**config.mk**
```make
export PLATFORM = sky130hd
export DESIGN_NAME = lif_layer_scheduler_flat
export DESIGN_NICKNAME = d
export VERILOG_FILES = /design/src/rtl/lif_layer_scheduler_pkg.sv /design/src/rtl/lif_layer_scheduler_if.sv /design/src/rtl/lif_layer_scheduler_update_core.sv /design/src/rtl/lif_layer_scheduler.sv /design/src/flat_wrapper.sv
export SDC_FILE = /design/constraint.sdc
export NUM_CORES = 1
export LEC_CHECK = 0
export BUFFER_PORTS_ARGS = -buffer_cell sky130_fd_sc_hd__buf_2
export CAP_MARGIN = 20
export CORE_UTILIZATION = 45
export DETAILED_ROUTE_END_ITERATION = 10
export GPL_TIMING_DRIVEN = 0
export SLEW_MARGIN = 15
export SYNTH_ARGS = -nofsm -noshare
export SYNTH_HDL_FRONTEND = slang
export SYNTH_SLANG_ARGS = --single-unit
```
**constraint.sdc**
```tcl
create_clock -name clk -period 6.6 [get_ports clk]
set_input_delay 0 -clock clk [delete_from_list [all_inputs] [get_ports clk]]
set_output_delay 0 -clock clk [all_outputs]
set_load 0.1 [all_outputs]
```
**src/rtl/lif_layer_scheduler_pkg.sv**
```systemverilog
// rtl/lif_layer_scheduler_pkg.sv - shared constants, saturation helpers and FSM state type for the LIF layer
package lif_pkg;

  localparam int NBITS_DEF = 6;

  function automatic int sat_max(input int nbits);
    return (2 ** (nbits - 1)) - 1;
  endfunction

  function automatic int sat_min(input int nbits);
    return -(2 ** (nbits - 1));
  endfunction

  localparam int SAT_MAX = sat_max(NBITS_DEF);
  localparam int SAT_MIN = sat_min(NBITS_DEF);

  typedef enum logic [1:0] {
    IDLE   = 2'd0,
    UPDATE = 2'd1,
    DONE   = 2'd2
  } state_t;

endpackage

```
**src/rtl/lif_layer_scheduler_if.sv**
```systemverilog
// rtl/lif_layer_scheduler_if.sv - timestep handshake between sequencer and LIF layer scheduler
// Signals: start, clear_state (sequencer -> layer); busy, done, spike_vec (layer -> sequencer).
// master = timestep sequencer side, slave = layer scheduler side.
interface lif_layer_scheduler_if #(
  parameter int NUM_NEURONS = 8
);
  logic                   start;
  logic                   clear_state;
  logic                   busy;
  logic                   done;
  logic [NUM_NEURONS-1:0] spike_vec;

  modport master (
    output start, clear_state,
    input  busy, done, spike_vec
  );

  modport slave (
    input  start, clear_state,
    output busy, done, spike_vec
  );
endinterface

```
**src/rtl/lif_layer_scheduler_update_core.sv**
```systemverilog
// rtl/lif_layer_scheduler_update_core.sv - combinational single-neuron leaky integrate-and-fire update
// Inputs : v (potential), r (refractory count), i (current), threshold, decay, refractory_period.
// Outputs: v_next, r_next, spike.
module lif_update_core
  import lif_pkg::*;
#(
  parameter int NBITS = NBITS_DEF
) (
  input  logic [NBITS-1:0] v,
  input  logic [NBITS-1:0] r,
  input  logic [NBITS-1:0] i,
  input  logic [NBITS-1:0] threshold,
  input  logic [NBITS-1:0] decay,
  input  logic [NBITS-1:0] refractory_period,
  output logic [NBITS-1:0] v_next,
  output logic [NBITS-1:0] r_next,
  output logic             spike
);

  // Two guard bits cover V + I +/- decay without overflow before clamping.
  localparam int W = NBITS + 2;
  localparam logic signed [W-1:0] HI = W'(sat_max(NBITS));
  localparam logic signed [W-1:0] LO = W'(sat_min(NBITS));

  logic signed [W-1:0] v_ext, i_ext, d_ext, leak, sum, sat;

  always_comb begin
    v_ext = $signed({{2{v[NBITS-1]}}, v});
    i_ext = $signed({{2{i[NBITS-1]}}, i});
    d_ext = $signed({{2{decay[NBITS-1]}}, decay});
    // Leak always pulls the potential toward zero.
    leak  = v[NBITS-1] ? d_ext : -d_ext;
    sum   = v_ext + i_ext + leak;
    if (sum > HI)      sat = HI;
    else if (sum < LO) sat = LO;
    else               sat = sum;
  end

  always_comb begin
    v_next = v;
    r_next = r;
    spike  = 1'b0;
    if (r != '0) begin
      r_next = r - 1'b1;
    end else if ($signed(v) >= $signed(threshold)) begin
      spike  = 1'b1;
      v_next = v - threshold;
      r_next = refractory_period;
    end else begin
      v_next = sat[NBITS-1:0];
    end
  end

endmodule

```
**src/rtl/lif_layer_scheduler.sv**
```systemverilog
// rtl/lif_layer_scheduler.sv - time-multiplexed LIF layer: one shared update core, per-neuron state storage
// Ports: clk, reset (async, active-high); ctl (slave: start, clear_state, busy, done, spike_vec);
//        input_current_flat (neuron i at [i*NBITS +: NBITS]), threshold, decay, refractory_period;
//        dbg_idx -> dbg_potential (combinational potential read).
module lif_layer_scheduler
  import lif_pkg::*;
#(
  parameter int NUM_NEURONS = 8,
  parameter int NBITS       = NBITS_DEF,
  parameter int IDX_W       = 3
) (
  input  logic                         clk,
  input  logic                         reset,
  lif_layer_scheduler_if.slave         ctl,
  input  logic [NUM_NEURONS*NBITS-1:0] input_current_flat,
  input  logic [NBITS-1:0]             threshold,
  input  logic [NBITS-1:0]             decay,
  input  logic [NBITS-1:0]             refractory_period,
  input  logic [IDX_W-1:0]             dbg_idx,
  output logic [NBITS-1:0]             dbg_potential
);

  state_t state, state_nxt;

  logic [IDX_W-1:0]             idx;
  logic [NUM_NEURONS*NBITS-1:0] cur_sh;
  logic [NBITS-1:0]             thr_sh, dec_sh, per_sh;
  logic [NBITS-1:0]             v_mem [NUM_NEURONS];
  logic [NBITS-1:0]             r_mem [NUM_NEURONS];
  logic [NUM_NEURONS-1:0]       spike_acc, acc_nxt, spike_vec_q;

  logic             last, take_start, do_clear;
  logic [NBITS-1:0] core_v, core_r;
  logic             core_spike;

  assign last       = (idx == IDX_W'(NUM_NEURONS - 1));
  // Clear has priority over start when both arrive in IDLE.
  assign do_clear   = (state == IDLE) && ctl.clear_state;
  assign take_start = (state == IDLE) && ctl.start && !ctl.clear_state;

  lif_update_core #(.NBITS(NBITS)) u_core (
    .v                 (v_mem[idx]),
    .r                 (r_mem[idx]),
    .i                 (cur_sh[idx*NBITS +: NBITS]),
    .threshold         (thr_sh),
    .decay             (dec_sh),
    .refractory_period (per_sh),
    .v_next            (core_v),
    .r_next            (core_r),
    .spike             (core_spike)
  );

  always_ff @(posedge clk or posedge reset) begin
    if (reset) state <= IDLE;
    else       state <= state_nxt;
  end

  always_comb begin
    state_nxt = state;
    case (state)
      IDLE:    if (take_start) state_nxt = UPDATE;
      UPDATE:  if (last)       state_nxt = DONE;
      DONE:                    state_nxt = IDLE;
      default:                 state_nxt = IDLE;
    endcase
  end

  // Accumulator including the neuron being written this cycle, so the final
  // neuron's spike lands in spike_vec on the same edge that enters DONE.
  always_comb begin
    acc_nxt      = spike_acc;
    acc_nxt[idx] = core_spike;
  end

  always_ff @(posedge clk or posedge reset) begin
    if (reset) begin
      idx         <= '0;
      cur_sh      <= '0;
      thr_sh      <= '0;
      dec_sh      <= '0;
      per_sh      <= '0;
      spike_acc   <= '0;
      spike_vec_q <= '0;
      for (int n = 0; n < NUM_NEURONS; n++) begin
        v_mem[n] <= '0;
        r_mem[n] <= '0;
      end
    end else begin
      if (take_start) begin
        cur_sh    <= input_current_flat;
        thr_sh    <= threshold;
        dec_sh    <= decay;
        per_sh    <= refractory_period;
        idx       <= '0;
        spike_acc <= '0;
      end
      if (do_clear) begin
        for (int n = 0; n < NUM_NEURONS; n++) begin
          v_mem[n] <= '0;
          r_mem[n] <= '0;
        end
      end
      if (state == UPDATE) begin
        v_mem[idx] <= core_v;
        r_mem[idx] <= core_r;
        spike_acc  <= acc_nxt;
        if (last) begin
          idx         <= '0;
          spike_vec_q <= acc_nxt;
        end else begin
          idx <= idx + IDX_W'(1);
        end
      end
    end
  end

  assign ctl.busy      = (state == UPDATE);
  assign ctl.done      = (state == DONE);
  assign ctl.spike_vec = spike_vec_q;
  assign dbg_potential = v_mem[dbg_idx];

endmodule

```
**src/flat_wrapper.sv**
```systemverilog
// flat-port wrapper written by rule: the top's interface ports become plain ports
module lif_layer_scheduler_flat import lif_pkg::*;
#(
  parameter int NUM_NEURONS = 8,
  parameter int NBITS       = NBITS_DEF,
  parameter int IDX_W       = 3
)
  (clk, reset, input_current_flat, threshold, decay, refractory_period, dbg_idx, dbg_potential, ctl_start, ctl_clear_state, ctl_busy, ctl_done, ctl_spike_vec);
  lif_layer_scheduler_if #(.NUM_NEURONS(NUM_NEURONS)) ctl_i ();
  input  logic clk;
  input  logic reset;
  input  logic [NUM_NEURONS*NBITS-1:0] input_current_flat;
  input  logic [NBITS-1:0] threshold;
  input  logic [NBITS-1:0] decay;
  input  logic [NBITS-1:0] refractory_period;
  input  logic [IDX_W-1:0] dbg_idx;
  output logic [NBITS-1:0] dbg_potential;
  input wire logic [$bits(ctl_i.start)-1:0] ctl_start;
  input wire logic [$bits(ctl_i.clear_state)-1:0] ctl_clear_state;
  output wire logic [$bits(ctl_i.busy)-1:0] ctl_busy;
  output wire logic [$bits(ctl_i.done)-1:0] ctl_done;
  output wire logic [$bits(ctl_i.spike_vec)-1:0] ctl_spike_vec;
  assign ctl_i.start = ctl_start;
  assign ctl_i.clear_state = ctl_clear_state;
  assign ctl_busy = ctl_i.busy;
  assign ctl_done = ctl_i.done;
  assign ctl_spike_vec = ctl_i.spike_vec;
  lif_layer_scheduler #(.NUM_NEURONS(NUM_NEURONS), .NBITS(NBITS), .IDX_W(IDX_W)) u_core (.clk(clk), .reset(reset), .ctl(ctl_i), .input_current_flat(input_current_flat), .threshold(threshold), .decay(decay), .refractory_period(refractory_period), .dbg_idx(dbg_idx), .dbg_potential(dbg_potential));
endmodule
```
==> summary.txt, run 1 <==
CTS
  • Max clock buf depth: 2
  • Setup Buffers After CTS: 0
  • CTS tree: built
  • Clock latency on the worst-skew pair: approximately 450 ps
  • Num Clock Sinks: between 150 and 200
  • CTS clk-pin slew, worst paths: ~80 ps
  • Depth of the CTS H-tree: 4
  • Cell chosen for the clock root: clkbuf_16
  • Cts bufs inserted: 17

Timing
  • Final setup violation count: 0
  • Max Clock Freq: ~160 MHz
  • Post-route minimum period: between 6000 and 7000 ps
  • Post-Route Skew: 16.2 ps
  • Final period utilization: about 95%
  • Final hold vios: 0
  • Worst-Margin Slew: approximately 1000 ps
  • Slew headroom: a little over a third
  • Final Max Tran Viols: 0
  • Setup TNS: 0 ps

Detailed routing
  • DRC Markers: 0
  • Total number of vias: between 8000 and 9000
  • Starting DRT DRC Count: 628
  • Vias per cell: ~6.0
  • Wire per inst: approximately 22 um
  • Routed Antenna Nets: 0
  • Post-Route WL: roughly 31 mm
  • Pre-antenna DRT Iters: 5

Finish
  • P&R area growth vs syn: 21.5%
  • Layout cells sized above 1: a little under a quarter
  • Diode count: 0
  • Layout Nets: ~1200

Global route
  • Initial antenna violation count: 0
  • Met1 usage: a little under two fifths
  • Met3 Use GR: between 5 and 6%
  • Met2 Track Usage GR: 47.0%
  • Congestion Overflow GR: 0
  • First-pass GRT wire length: roughly 48 mm
  • GR Util All Layers: 28.7%
  • Vias in the first global route: ~8500
  • Busiest grt layer: met2
  • Largest net degree at the start of global routing: 99

Yosys
  • Synth Register Bits: about 180
  • Post-synth net total: slightly above 1000
  • Synth Cell Area: approximately 0.0099 mm2
  • Async S/R FF share, synth: 100%
  • Synth cell types: 59
  • Post-synth EDFFs: 0
  • Sequential-to-total area share from yosys stat: 46.4%
  • Syn. warnings: 0
  • Syn avg cell area: 10.6 um2
  • Ys flop type: dfrtp_1
  • Cells after Synth: ~930

Die
  • Starting density of the core: around 46%
  • I/O pins: 89
  • Die Ht: around 150 um
  • Row cnt: 53
  • Core box area: between 0.02 and 0.025 mm2
  • Die ar.: approximately 0.023 mm2
  • Die Width: approximately 150 um

Critical path
  • Max stage delay on crit path: around 590 ps
  • Worst Path Max Fanout: 10
  • Crit path cell chain: buf_2 > buf_2 > buf_2 > nor2_1 > clkbuf_1 > a221oi_1 > and3_1 > fa_1 > inv_1 > ha_1 > fa_1 > a211oi_1 > o21bai_1 > a21oi_1 > xnor3_2 > and2_1 > o31ai_4 > o21ai_0
  • Crit end category: flip-flop
  • Worst setup path class: flip-flop to flip-flop
  • Critical Path RT: approximately 7000 ps
  • WP data arrival: about 6600 ps
  • Worst setup SP type: flip-flop
  • Buf/Inv on CP: 5
  • Most frequent CP cell: buf_2
  • Top delay family on crit path: compound AO/OA/AOI/OAI gates
  • Slowest cell on crit path: clkbuf_1

Place
  • Hpwl dp: around 21 mm
  • Placer Congestion: 0.903
  • I/O Buffers: 87

Flow run
  • Maxcap violations: 0

Run status
  • Status: finished, final reports clean

Min path
  • HP Class: primary input to asynchronous set/reset pin
-- kinds of logic (layout without fill, tap and decap cells) --
| kind of cell | after synthesis | count (layout) | share of synthesized area, % |
|---|---|---|---|
| AOI/OAI and AO/OA | 264 | 264 | 17.9 |
| and+or+nand+nor | 233 | 233 | 11.7 |
| xor gates and xnor gates | 9 | 9 | 0.950 |
| buffers and inverters | 108 | 296 | 4.28 |
| adders and majority gates | 26 | 26 | 3.98 |
| DFF | 183 | 183 | 46.4 |
| muxes | 109 | 109 | 14.8 |
-- timing repair --
action / 4_1_cts / 5_1_grt
endpoints found under the setup margin: 27 / 48
hold endpoints to repair: 151 / 0
cloned: 0 / 0
hold buffers: 67 / 0
gates resized for setup: 2 / 19
-- worst paths after layout --
| check | start | endpoint | slack [ps] | depth (start not counted) |
|---|---|---|---|---|
| worst max-delay path | u_core.idx[2] | u_core.v_mem[5] | 310 | 18 |
| worst min-delay path | reset | u_core.v_mem[35] | 200 | 3 |
| worst max register to register | u_core.idx[2] | u_core.v_mem[5] | 310 | 18 |
| worst min register to register | u_core.ctl.spike_vec[5] | u_core.ctl.spike_vec[5] | 480 | 2 |
| max in group asynchronous | reset | u_core.cur_sh[46] | 5470 | 4 |
| min in group clk | ctl_clear_state | u_core.v_mem[2] | 220 | 5 |
-- routing by layer --
metal / vias up / routed length (um)
met2: 358 / 14700
met5: - / 0
met3: 72 / 2020
met1: 4163 / 12900
met4: 0 / 1080
li1: 3839 / -
-- per-stage QoR --
step	std cells	setup WS [ps]	utilization, %	area (um2)	hold WS (ps)
after floorplan	932	1420	-	9870	117
after global placement	1294	-653	50.0	10700	209
after detailed placement	1296	-90.7	50.3	10700	144
after CTS	1395	9.29	56.3	12000	209
after global routing	1395	-1.66	56.4	12000	254
final	1395	314	56.4	12000	203
-- area by class of cell --
type,count,area (um2)
sequential,183,4580
clock inverter,15,169
clock buffer,17,425
timing repair buffer,156,1140
multi-input combinational,641,4900
fill,1869,9290
inverter,35,139
tap,275,344
buffer,73,300
-- cell usage in the layout, fill, tap and decap left out, types with 4 or more instances in the layout --
master / n
clkbuf_2: 7
dfrtp_1: 183
and2_1: 6
mux2_2: 67
inv_8: 6
clkbuf_16: 17
clkbuf_1: 49
a31o_2: 9
a31oi_1: 22
nor2b_1: 6
nand2b_1: 5
fa_1: 9
nor3_1: 9
a22oi_1: 26
a41oi_1: 8
a22o_1: 17
buf_1: 7
inv_1: 33
o21bai_1: 5
o21ai_0: 89
dlygate4sd3_1: 67
nor2_1: 19
o41ai_1: 18
nand3_1: 83
ha_1: 17
or2_2: 4
a21oi_1: 20
nor2_2: 5
and3_1: 20
xnor2_1: 5
o21ai_1: 4
o31ai_1: 16
nand2_1: 61
buf_2: 96
mux4_2: 23
a221oi_1: 12
mux2i_1: 19
-- tightest hold or removal path: stages --
cell and delay [ps]:
dlygate4sd3_1 530, buf_2 150, inv_8 440
-- synthesized netlist by cell type (3+ instances only) --
| cell | n | area, um2 |
|---|---|---|
| a21oi_1 | 22 | 110 |
| a221oi_1 | 12 | 105 |
| a22o_1 | 17 | 149 |
| a22oi_1 | 26 | 195 |
| a31o_2 | 9 | 78.8 |
| a31oi_1 | 22 | 138 |
| a41oi_1 | 8 | 70.1 |
| and2_1 | 6 | 37.5 |
| and3_1 | 20 | 125 |
| buf_1 | 7 | 26.3 |
| buf_2 | 8 | 40.0 |
| clkbuf_1 | 56 | 210 |
| dfrtp_1 | 183 | 4580 |
| fa_1 | 9 | 180 |
| ha_1 | 17 | 213 |
| inv_1 | 34 | 128 |
| mux2_2 | 67 | 754 |
| mux2i_1 | 19 | 190 |
| mux4_2 | 23 | 518 |
| nand2_1 | 61 | 229 |
| nand2b_1 | 5 | 31.3 |
| nand3_1 | 83 | 415 |
| nor2_1 | 21 | 78.8 |
| nor2_2 | 3 | 18.8 |
| nor2b_1 | 6 | 37.5 |
| nor3_1 | 11 | 55.1 |
| o21ai_0 | 89 | 445 |
| o21ai_1 | 4 | 20.0 |
| o21bai_1 | 5 | 37.5 |
| o22ai_1 | 3 | 18.8 |
| o31ai_1 | 16 | 120 |
| o41ai_1 | 18 | 158 |
| or2_2 | 4 | 25.0 |
| xnor2_1 | 5 | 43.8 |
| xor2_1 | 3 | 26.3 |
-- state kept, by name (all words and copies together) (netlist names) --
| register | count |
|---|---|
| u_core.ctl.spike_vec | 8 |
| u_core.spike_acc | 8 |
| u_core.dec_sh | 6 |
| u_core.r_mem | 48 |
| u_core.per_sh | 6 |
| u_core.cur_sh | 48 |
| u_core.idx | 3 |
| u_core.thr_sh | 6 |
| u_core.v_mem | 48 |
| u_core.state | 2 |
Power of run 1 is left out: the tool's default activity adds up to more than one toggle a clock period on the data nets, which glitch-free logic cannot reach.
==> run 2, diff against run 1 <==
- HOLD_SLACK_MARGIN: not set -> 0.1
- clock period: 6.6 -> 6.95 ns (I/O delays scaled with it)
==> run 2 against run 1 <==
Compared with the run above: sequential share of layout area up 0.072 points; final cell count unchanged; clock-buffer cell count is the same; critical path depth stayed put; fmax decreased by 5.0%; utilization down 0.11 points; design area decreased by 0.19%; non-clock buffer count is the same; die area did not move; clock skew up 1.7 ps; critical endpoint unchanged; largest cell class unchanged.
==> summary.txt, run 2 (synthesis results as in run 1) <==
Timing
  • Setup TNS: 0 ps (unchanged)
  • Final setup violation count: 0 (unchanged)
  • Slew headroom: 35.8% (+0.98 points)
  • Post-route minimum period: 6610 ps (+328 ps)
  • RSZ-0062 raised after global routing: true
  • Final hold vios: 0 (unchanged)
  • Final Max Tran Viols: 0 (unchanged)
  • Worst-Margin Slew: 956 ps (-22.1 ps)
  • Max Clock Freq: 151 MHz (-5.0%)
  • Final period utilization: 95.2% (about the same)
  • Post-Route Skew: 17.9 ps (+1.69 ps)

Detailed routing
  • Post-Route WL: 30.7 mm (about the same)
  • Met3 WL post-DR: 2.07 mm (+2.4%)
  • Routed Antenna Nets: 0 (unchanged)
  • Starting DRT DRC Count: 628 (unchanged)
  • Wire per inst: 22.0 um (about the same)
  • DRC Markers: 0 (unchanged)
  • DR top layer: met4
  • Wl on met1: 12.9 mm (about the same)
  • Vias per cell: 6.07 (+0.43%)
  • Met2 WL: 14.6 mm (-0.54%)
  • Total number of vias: 8468 (+0.43%)
  • Pre-antenna DRT Iters: 5 (unchanged)

Place
  • Placer Congestion: 0.903 (unchanged)
  • I/O Buffers: 87 (unchanged)
  • Hpwl dp: 21.1 mm (unchanged)

Global route
  • First-pass GRT wire length: 48.3 mm (unchanged)
  • Initial antenna violation count: 0 (unchanged)
  • GR Util All Layers: 28.7% (unchanged)
  • Congestion Overflow GR: 0 (unchanged)
  • Largest net degree at the start of global routing: 99 (unchanged)
  • Vias in the first global route: 8451 (unchanged)

CTS
  • Cell chosen for the clock root: clkbuf_16
  • Num Clock Sinks: 183 (unchanged)
  • Clock latency on the worst-skew pair: 450 ps (about the same)
  • CTS tree: built
  • CTS clk-pin slew, worst paths: 80 ps (about the same)
  • Max clock buf depth: 2 (unchanged)
  • Depth of the CTS H-tree: 4 (unchanged)
  • Cts bufs inserted: 17 (unchanged)

Finish
  • Most common cell after layout, fill and taps aside: dfrtp_1
  • Area of the multi-input gates: 0.00489 mm2 (-0.28%)
  • Regs by FF count: u_core.cur_sh: 48 flops, u_core.r_mem: 48 flops, u_core.v_mem: 48 flops
  • Commonest cells after routing, fill and taps aside: dfrtp_1 (183), buf_2 (96), o21ai_0 (89)
  • Layout fillers: 1866 (-0.16%)
  • Diode count: 0 (unchanged)
  • P&R area growth vs syn: 21.3%
  • Layout Nets: 1206 (unchanged)
  • Layout cells sized above 1: 22.2% (-0.98 points)
  • Reg area: 0.00458 mm2 (unchanged)

Critical path
  • Crit end category: flip-flop
  • WP data arrival: 6920 ps (+340 ps)
  • Cells on worst reg2reg path: 18 (unchanged)
  • Critical Path RT: 7250 ps (+350 ps)
  • Worst setup SP type: flip-flop
  • Worst Path Max Fanout: 10 (unchanged)
  • Worst setup path class: flip-flop to flip-flop

Die
  • Row cnt: 53 (unchanged)
  • Die ar.: 0.0225 mm2 (unchanged)
  • Die Ht: 150 um (unchanged)
  • Die Width: 150 um (unchanged)
  • I/O pins: 89 (unchanged)
  • Core box area: 0.0213 mm2 (unchanged)
  • Starting density of the core: 46.4% (unchanged)

Min path
  • HP Class: primary input to asynchronous set/reset pin

Flow run
  • Maxcap violations: 0 (unchanged)

Run status
  • Status: finished, final reports clean
-- run 2: changes by cell type in the layout (fill, tap and decap cells not counted) --
cell and change:
a21oi_1 +1, a21oi_2 -1, clkbuf_1 +7, clkbuf_2 -7
nor2_1 +2, nor2_2 -2, nor3_1 +1, nor3_2 -1
-- run 2: critical path: stages (launching register included) --
cell and delay, ps:
dfrtp_1 380, buf_2 230, buf_2 270, buf_2 240
nor3_1 790, clkbuf_1 590, a22oi_1 200, and3_1 290
fa_1 510, inv_1 40, ha_1 210, fa_1 470
a211oi_1 520, o21bai_1 140, a21oi_1 170, xnor3_2 550
and2_1 230, o31ai_4 490, o21ai_0 150
-- run 2: area by class of cell --
cell class	count	area share, %
Buffer	73	2.43
Clock buffer	17	3.55
Clock inverter	15	1.41
Inverter	35	1.16
Multi-Input combinational cell	641	40.8
Sequential cell	183	38.2
Tap cell	275	2.87
Timing Repair Buffer	156	9.51
-- run 2: final timing paths --
path	start	end	slack, ps
max in group asynchronous	reset	u_core.cur_sh[46]	5840
hold / removal	reset	u_core.v_mem[29]	190
hold reg to reg	u_core.ctl.spike_vec[5]	u_core.ctl.spike_vec[5]	480
setup reg to reg	u_core.idx[2]	u_core.v_mem[5]	340
min in group clk	ctl_clear_state	u_core.v_mem[2]	220
setup / recovery	u_core.idx[2]	u_core.v_mem[5]	340
-- run 2: metrics by stage --
| step | hold WS, ps | util [%] | instance area (um2) | cells | worst slack, ps |
|---|---|---|---|---|---|
| floorplan | 117 | - | 9870 | 932 | 1770 |
| global placement | 209 | 50.0 | 10700 | 1294 | -303 |
| detailed placement | 144 | 50.3 | 10700 | 1296 | 259 |
| CTS | 209 | 56.2 | 12000 | 1395 | 191 |
| global route | 254 | 56.3 | 12000 | 1395 | -7.17 |
| finish | 195 | 56.3 | 12000 | 1395 | 336 |
-- run 2: repair_timing --
action,4_1_cts,5_1_grt
setup buffers,0,0
gates resized for setup,0,3
endpoints found under the hold margin,151,0
endpoints found under the setup margin,0,26
hold buffers,67,0
-- run 2: metal layers --
layer,vias up,track usage [%]
met2,361,47.0
met5,-,0
met3,64,5.09
met4,0,11.3
met1,4206,37.9
li1,3837,-
Power of run 2 is left out for the same reason.
